## src/rtl/grey_pkg.sv

```systemverilog
// Shared constants and types for the grey counter sequencer.
// Digit geometry, FSM states and display bus bit positions.
package grey_pkg;

    localparam int NDIG = 12;
    localparam int DW = 5;
    localparam int PW = NDIG * DW;

    localparam int IO_FRAME = 5;
    localparam int IO_FROZEN = 6;
    localparam int IO_BUSY = 7;

    typedef enum logic [1:0] {
        SCAN,
        SHIFT,
        APPLY
    } seq_state_t;

endpackage

```

## src/rtl/grey_seq_if.sv

```systemverilog
// Pin-side and counter-side signals of the grey sequencer.
// master drives pins and live digits; slave is the sequencer.
interface grey_seq_if;
    import grey_pkg::*;

    logic          DIN;
    logic          LOAD;
    logic          FREEZE;
    logic [PW-1:0] DIGITS;
    logic [PW-1:0] INIT;
    logic          INIT_STB;
    logic [5:0]    SEL;
    logic [7:0]    IO_OUT;

    modport master (
        output DIN,
        output LOAD,
        output FREEZE,
        output DIGITS,
        input  INIT,
        input  INIT_STB,
        input  SEL,
        input  IO_OUT
    );

    modport slave (
        input  DIN,
        input  LOAD,
        input  FREEZE,
        input  DIGITS,
        output INIT,
        output INIT_STB,
        output SEL,
        output IO_OUT
    );

endinterface

```

## src/rtl/grey_seq_scan.sv

```systemverilog
// Digit scanner: dwell counter, digit index with wrap, select output.
// restart forces the scan back to digit 0 with a fresh dwell.
module grey_seq_scan
    import grey_pkg::*;
#(
    parameter int DWELL = 4
) (
    input  logic       clk,
    input  logic       rst_n,
    input  logic       restart,
    output logic [3:0] idx,
    output logic [5:0] sel
);

    localparam int DWW = (DWELL > 1) ? $clog2(DWELL) : 1;
    localparam logic [DWW-1:0] DLAST = DWW'(DWELL - 1);
    localparam logic [3:0] ILAST = 4'(NDIG - 1);

    logic [DWW-1:0] dwell;

    always_ff @(posedge clk) begin
        if (!rst_n) begin
            dwell <= '0;
            idx   <= '0;
        end else if (restart) begin
            dwell <= '0;
            idx   <= '0;
        end else if (dwell == DLAST) begin
            dwell <= '0;
            idx   <= (idx == ILAST) ? 4'd0 : idx + 4'd1;
        end else begin
            dwell <= dwell + DWW'(1);
        end
    end

    assign sel = {2'b00, idx};

endmodule

```

## src/rtl/grey_seq.sv

```systemverilog
// Sequencer for the 12-digit grey counter: serial preset, scan, display.
// Snapshot freeze is built only with GREY_SEQ_FREEZE_EN defined.
module grey_seq
    import grey_pkg::*;
#(
    parameter int DWELL = 4
) (
    input logic       CLK,
    input logic       RST,
    grey_seq_if.slave bus
);

    seq_state_t    state;
    logic [5:0]    bitcnt;
    logic [PW-2:0] shift_q;
    logic [PW-1:0] shift_d;
    logic [PW-1:0] init_q;
    logic          stb_q;
    logic [7:0]    io_q;
    logic [3:0]    idx;
    logic [PW-1:0] src;
    logic          frozen;

    grey_seq_scan #(
        .DWELL(DWELL)
    ) u_scan (
        .clk    (CLK),
        .rst_n  (RST),
        .restart(state == APPLY),
        .idx    (idx),
        .sel    (bus.SEL)
    );

`ifdef GREY_SEQ_FREEZE_EN
    logic [PW-1:0] snap_q;
    logic          frz_q;

    always_ff @(posedge CLK) begin
        if (!RST) begin
            snap_q <= '0;
            frz_q  <= 1'b0;
        end else begin
            frz_q <= bus.FREEZE;
            if (bus.FREEZE && !frz_q)
                snap_q <= bus.DIGITS;
        end
    end

    // On the rising cycle itself the snapshot is not loaded yet
    assign src = (bus.FREEZE && frz_q) ? snap_q : bus.DIGITS;
    assign frozen = bus.FREEZE;
`else
    logic unused_freeze;

    assign unused_freeze = bus.FREEZE;
    assign src = bus.DIGITS;
    assign frozen = 1'b0;
`endif

    assign shift_d = {shift_q, bus.DIN};

    always_ff @(posedge CLK) begin
        if (!RST) begin
            state   <= SCAN;
            bitcnt  <= '0;
            shift_q <= '0;
            init_q  <= '0;
            stb_q   <= 1'b0;
            io_q    <= '0;
        end else begin
            io_q[DW-1:0]     <= src[int'(idx)*DW +: DW];
            io_q[IO_FRAME]   <= (idx == 4'd0);
            io_q[IO_FROZEN]  <= frozen;
            unique case (state)
                SCAN: begin
                    stb_q <= 1'b0;
                    if (bus.LOAD) begin
                        state          <= SHIFT;
                        bitcnt         <= '0;
                        io_q[IO_BUSY]  <= 1'b1;
                    end
                end
                SHIFT: begin
                    shift_q <= shift_d[PW-2:0];
                    bitcnt  <= bitcnt + 6'd1;
                    // Final bit goes straight into INIT for APPLY
                    if (bitcnt == 6'(PW - 1)) begin
                        state          <= APPLY;
                        bitcnt         <= '0;
                        init_q         <= shift_d;
                        stb_q          <= 1'b1;
                        io_q[IO_BUSY]  <= 1'b0;
                    end
                end
                APPLY: begin
                    state <= SCAN;
                    stb_q <= 1'b0;
                end
                default: begin
                    state <= SCAN;
                    stb_q <= 1'b0;
                end
            endcase
        end
    end

    assign bus.INIT = init_q;
    assign bus.INIT_STB = stb_q;
    assign bus.IO_OUT = io_q;

endmodule
```

## src/flat_wrapper.sv

```systemverilog
// flat-port wrapper written by rule: the top's interface ports become plain ports
module grey_seq_flat import grey_pkg::*;
#(
    parameter int DWELL = 4
)
  (CLK, RST, bus_DIN, bus_LOAD, bus_FREEZE, bus_DIGITS, bus_INIT, bus_INIT_STB, bus_SEL, bus_IO_OUT);
  grey_seq_if bus_i ();
  input logic CLK;
  input logic RST;
  input wire logic [$bits(bus_i.DIN)-1:0] bus_DIN;
  input wire logic [$bits(bus_i.LOAD)-1:0] bus_LOAD;
  input wire logic [$bits(bus_i.FREEZE)-1:0] bus_FREEZE;
  input wire logic [$bits(bus_i.DIGITS)-1:0] bus_DIGITS;
  output wire logic [$bits(bus_i.INIT)-1:0] bus_INIT;
  output wire logic [$bits(bus_i.INIT_STB)-1:0] bus_INIT_STB;
  output wire logic [$bits(bus_i.SEL)-1:0] bus_SEL;
  output wire logic [$bits(bus_i.IO_OUT)-1:0] bus_IO_OUT;
  assign bus_i.DIN = bus_DIN;
  assign bus_i.LOAD = bus_LOAD;
  assign bus_i.FREEZE = bus_FREEZE;
  assign bus_i.DIGITS = bus_DIGITS;
  assign bus_INIT = bus_i.INIT;
  assign bus_INIT_STB = bus_i.INIT_STB;
  assign bus_SEL = bus_i.SEL;
  assign bus_IO_OUT = bus_i.IO_OUT;
  grey_seq #(.DWELL(DWELL)) u_core (.CLK(CLK), .RST(RST), .bus(bus_i));
endmodule
```

## config.mk

```make
export PLATFORM = sky130hd
export DESIGN_NAME = grey_seq_flat
export DESIGN_NICKNAME = d
export VERILOG_FILES = /design/src/rtl/grey_pkg.sv /design/src/rtl/grey_seq_if.sv /design/src/rtl/grey_seq_scan.sv /design/src/rtl/grey_seq.sv /design/src/flat_wrapper.sv
export SDC_FILE = /design/constraint.sdc
export NUM_CORES = 1
export LEC_CHECK = 0
export CELL_PAD_IN_SITES_DETAIL_PLACEMENT = 0
export CELL_PAD_IN_SITES_GLOBAL_PLACEMENT = 1
export CORE_ASPECT_RATIO = 0.9
export CORE_MARGIN = 1.5
export CORE_UTILIZATION = 40
export CTS_CLUSTER_SIZE = 8
export DETAILED_ROUTE_END_ITERATION = 12
export GPL_TIMING_DRIVEN = 0
export PLACE_DENSITY = 0.93
export SYNTH_ARGS = -nofsm -noshare
export SYNTH_HDL_FRONTEND = slang
export SYNTH_HIERARCHICAL = 1
export SYNTH_SLANG_ARGS = --single-unit
```

## constraint.sdc

```tcl
create_clock -name CLK -period 4.3 [get_ports CLK]
set_clock_uncertainty 0.1 [all_clocks]
set_input_delay 0.43 -clock CLK [delete_from_list [all_inputs] [get_ports CLK]]
set_output_delay 0.43 -clock CLK [all_outputs]
set_load 0.02 [all_outputs]
```

Yosys cells after proc, flatten, opt, wreduce, memory -nomap -nowiden
Index checks and enable logic that the tools add are counted.
{"block": "totals", "mem_bits_ro": 0, "mem_bits_rw": 0, "memories": 0, "reg_bits": 142, "inputBits": 65, "wordCells": 43, "latchBits": 0, "output_inout_bits": 75}
{"block": "classes", "add_sub_neg": 3, "n_bitwise": 1, "eq_ne": 7, "n_mux": 10, "shifts": 1, "reduce_logical": 10, "n_lt_le_gt_ge": 0, "n_div": 0, "multipliers": 1}
{"cell": "variable part select 60 x 32 -> 5 bit", "count": 1}
{"cell": "two-way mux 6 bit", "count": 2}
{"cell": "one-hot mux 6 bit (2 select lines)", "count": 1}
{"cell": "AND reduction 2 bit", "count": 4}
{"cell": "multiplier 4 x 3 -> 7 bit (second input constant)", "count": 1}
{"cell": "adder 6 x 1 -> 6 bit (second input constant)", "count": 1}
{"cell": "equality test 6 bit (second input constant)", "count": 1}
{"cell": "adder 4 x 1 -> 4 bit (second input constant)", "count": 1}
{"cell": "equality test 2 bit (second input constant)", "count": 2}
{"cell": "equality test 4 bit (second input constant)", "count": 1}
{"cell": "zero test 4 bit", "count": 1}
{"cell": "two-way mux 2 bit", "count": 2}
{"cell": "two-way mux 4 bit", "count": 1}
{"cell": "one-hot mux 2 bit (2 select lines)", "count": 1}
{"cell": "AND reduction 3 bit", "count": 1}
{"cell": "OR reduction 3 bit", "count": 1}
{"cell": "adder 2 x 1 -> 2 bit (second input constant)", "count": 1}
{"cell": "equality test 2 x 1 -> 1 bit (second input constant)", "count": 1}
{"cell": "zero test 2 bit", "count": 1}
{"cell": "two-way mux 1 bit", "count": 2}
{"cell": "inequality test 2 x 1 -> 1 bit (second input constant)", "count": 1}
{"cell": "inequality test 2 bit (second input constant)", "count": 1}
{"cell": "one-hot mux 1 bit (2 select lines)", "count": 1}
{"cell": "nonzero test 2 bit", "count": 1}
{"cell": "other kinds (2)", "count": 2}

Longest topological paths before layout
{"block": "depth", "ltp_word": 3, "depth_mapped": 8, "depth_no_buf": 5}

By module
Netlist, hierarchy kept.
{"module": "grey_seq", "cells_per_inst": 635, "instances": 1, "area_each_um2": 5536.6}
{"module": "grey_seq_scan", "cells_per_inst": 31, "instances": 1, "area_each_um2": 321.6}

Worst setup path after synthesis
No wires, ideal clock.
{"block": "synth_timing", "path_kind": "reg2reg", "startpoint": "register u_core.u_scan.idx[1]", "endpoint": "register u_core.io_q[4] (netlist: u_core/bus.IO_OUT[4])", "period_less_slack_ps": 1659, "setup_ps": 127, "arrival_time_ps": 1433, "setup_slack_ps": 2641, "stages_incl_launch_ff": 5, "path_cell_list": "dfxtp_1 buf_6 mux4_2 o2111ai_1 o21ai_0"}
{"block": "synth_via", "elab_chain_len": 2}
{"item": "start: declaration", "line_no": "grey_seq_scan.sv:11", "source": "output logic [3:0] idx,"}
{"item": "start signal: assignment", "line_no": "grey_seq_scan.sv:30", "source": "idx <= (idx == ILAST) ? 4'd0 : idx + 4'd1;"}
{"item": "multiplier 4 x 3 -> 7 bit", "line_no": "grey_seq.sv:71", "source": "io_q[DW-1:0] <= src[int'(idx)*DW +: DW];"}
{"item": "variable part select 60 x 32 -> 5 bit", "line_no": "grey_seq.sv:71"}
{"item": "end signal: indexed assignment", "line_no": "grey_seq.sv:71"}
{"item": "end signal: indexed assignment", "line_no": "grey_seq.sv:72", "source": "io_q[IO_FRAME] <= (idx == 4'd0);"}
{"item": "end signal: indexed assignment", "line_no": "grey_seq.sv:73", "source": "io_q[IO_FROZEN] <= frozen;"}
{"item": "end: declaration", "line_no": "grey_seq.sv:19", "source": "logic [7:0] io_q;"}
No other way between the ends.
A chain may end at the register's enable or synchronous reset.

Worst setup path after layout
{"block": "layout_timing", "startpoint": "register u_core.u_scan.idx[0]", "endpoint": "output bus_SEL[0]"}
{"item": "end: declaration", "line_no": "flat_wrapper.sv:16", "source": "output wire logic [$bits(bus_i.SEL)-1:0] bus_SEL;"}
No word-level cell between the ends.

==> impl_metrics.tcl <==
set metrics [dict create \
    slowest_delay_ns 0.60 \
    route.detailed.drc 0 \
    worstSetupPathType "flop to output port" \
    crit_slowest_cell "dfxtp_1" \
    ys_types 44 \
    cts.clk_slew.worst_paths_ns 0.06 \
    grt_antenna_before_repair 0 \
    die_area_um2 15400 \
    cts_max_level 4 \
    max_freq_mhz 429 \
    gp_congestion 0.755 \
    hp-class "flop to flop" \
    yosysTopAreaCellShare_pct 48.2 \
    cp_top_family "buffers and inverters" \
    synth_common_cells "214 x nand2_1, 141 x dfxtp_1, 84 x a21oi_1" \
    ys_ff_latch 141 \
    dp_cells 995 \
    timing.final.crit_share_pct 54.3 \
    yosysMostFrequentCell "nand2_1" \
    nets 889 \
    vias_per_cell 4.72 \
    clockBufferDepth 2 \
    crit_required_ns 3.77 \
    initial_core_util_pct 41.4 \
    synth_top_area_cell "dfxtp_1" \
    final_cells 1027 \
    rsz0062_at_grt "no" \
    vias 4846 \
    ir_drop_uv 303 \
    dp_slack_ns 1.60 \
    core_area_um2 14200 \
    netlist_top_cells_area "dfxtp_1 48%, nand2_1 14%, a21oi_1 7.2%" \
    swShare_pct 21.2 \
    synthArstFlopShare_pct 0 \
    critPathLaunchType "flop" \
    drive_above_1_share_pct 18.9 \
    hold_viol 0 \
    syn_area_per_cell_um2 8.80 \
    cts_hold_repair.buffers 0 \
    drtAntennaViolNets 0 \
    root_buffer "clkbuf_16" \
    power_frac_comb_pct 6.2 \
    synth_cells 666 \
    internal_power_uw 2420 \
    drv_cap 0 \
    drv_slew 0 \
    p_per_area_nw_per_um2 379 \
    netlist_area_um2 5860 \
    wl_per_cell_um 12.7 \
    syn_to_final_growth_pct 38.0 \
    power_uw 3060 \
    cp_max_fo 8 \
    post-route-util_pct 57.1 \
    grt_use_total_pct 18.0 \
    detailed_place_hpwl_mm 9.27 \
    grt_max_degree 17 \
    critPathCaptureType "output port" \
    status "completed" \
    path_cells "buf_4 -> clkdlybuf4s50_1" \
    tns_ns 0 \
    setup_ws_ns 1.97 \
    synth_ff_type "dfxtp_1" \
    post_cts_resize_count 0 \
    cts_tree "built" \
    grt_pass1_wl_mm 22.0 \
    die_w_um 131 \
    die_y_um 118 \
    cts_buffers 17 \
    worstPathArrival_ns 1.80 \
    p_switching_uw 650 \
    p_leak_uw 0.00267 \
    totalWireLength_mm 13.1 \
    path_buf_inv 2 \
    io_buffers 135 \
    n_fill_cell 1287 \
    postCtsSetupRepairBufs 0 \
    slew_headroom_pct 49.9 \
    clk_latency_ns 0.42 \
    ys_warn_count 6 \
    grt_pass1_vias 4668 \
    cts_sinks 141 \
    drt_iter0_markers 210 \
    row_count 41 \
    p_clk_share_pct 50.4 \
    synth_edf_count 0 \
    yosysSeqAreaShare_pct 48.2 \
    antennaDiodeCount 0 \
    pwr-share-seq_pct 43.3 \
    fin_crit_ns 2.33 \
    io_pins 140 \
    drtPass1Iterations 4 \
    tightest_slew_ns 0.751 \
    setup_viol 0 \
    grt_overflow 0 \
]
-- logic make-up (layout without fill, tap and decap cells) --
kind of cell | after synthesis | in the layout | share of synthesized area (%)
buffers and inverters | 61 | 228 | 6.79
muxes | 23 | 23 | 6.15
AOI/OAI and AO/OA | 151 | 151 | 16.7
DFF | 141 | 141 | 48.2
other | 2 | 3 | 0.128
adders and majority gates | 3 | 3 | 0.641
xor gates and xnor gates | 3 | 3 | 0.449
and+or+nand+nor | 282 | 282 | 21.0
-- flip-flops by register name, summed over array words and instances (netlist names) --
name and count:
u_core/bitcnt 6, u_core/state 2, u_core/u_scan/dwell 2, u_core/u_scan/idx 4, u_core/bus.IO_OUT 7, u_core/bus.INIT 60, u_core/shift_q 59, u_core/bus.INIT_STB 1
-- worst paths after layout --
path / cells past startpoint / slack (ns) / end / from
max: 2 / 1.97 / bus_SEL[0] / u_core/u_scan/idx[0]
min: 1 / 0.33 / u_core/u_scan/dwell[0] / u_core/u_scan/dwell[0]
max reg2reg: 7 / 2.40 / u_core/bus.INIT[38] / u_core/bitcnt[0]
min reg2reg: 1 / 0.33 / u_core/u_scan/dwell[0] / u_core/u_scan/dwell[0]
-- layout by cell type (no fill, tap or decap), types with 5 or more instances in the layout --
cell type / netlist / layout
nand2_1: 214 / 214
dfxtp_1: 141 / 141
clkdlybuf4s50_1: 0 / 135
a21oi_1: 84 / 84
a21oi_2: 48 / 48
nand2_2: 29 / 29
clkbuf_1: 24 / 27
clkbuf_16: 0 / 17
buf_2: 14 / 14
nor2_1: 10 / 10
mux4_2: 10 / 10
buf_4: 9 / 9
mux2i_1: 9 / 9
nor3_1: 6 / 6
nor2b_1: 5 / 5
nand3_1: 5 / 5
-- power groups by stage --
stage	sequential (µW)	combinational, µW	clock [µW]
2_1_floorplan	1360	88.7	0
3_3_place_gp	1360	191	0
3_5_place_dp	1360	193	0
4_1_cts	1330	193	1570
5_1_grt	1330	209	1640
6_report	1330	191	1550
-- per-layer routing --
| metal | vias to the layer above | share of wire (%) | GRT usage, % |
|---|---|---|---|
| met5 | - | 0 | 0 |
| met4 | 0 | 1.5 | 6.66 |
| met3 | 19 | 7.2 | 6.55 |
| met2 | 130 | 44 | 26.7 |
| met1 | 2178 | 48 | 24.0 |
| li1 | 2519 | - | - |
-- area by class of cell --
cell class	instances	area [µm²]	area share [%]
Buffer	57	383	4.74
Clock buffer	22	464	5.74
Clock inverter	10	163	2.01
Inverter	4	15.0	0.186
Multi-Input combinational cell	465	2640	32.7
Sequential cell	141	2820	34.9
Tap cell	193	241	2.99
Timing Repair Buffer	135	1350	16.7
-- per-stage QoR --
step	hold WS [ns]	cell area [µm²]
2_1_floorplan	0.302	5860
5_1_grt	0.353	8080
6_report	0.333	8080
3_5_place_dp	0.317	7450
4_1_cts	0.325	8080
3_3_place_gp	0.316	7450
Note: power is estimated with default switching activity, not from simulation.
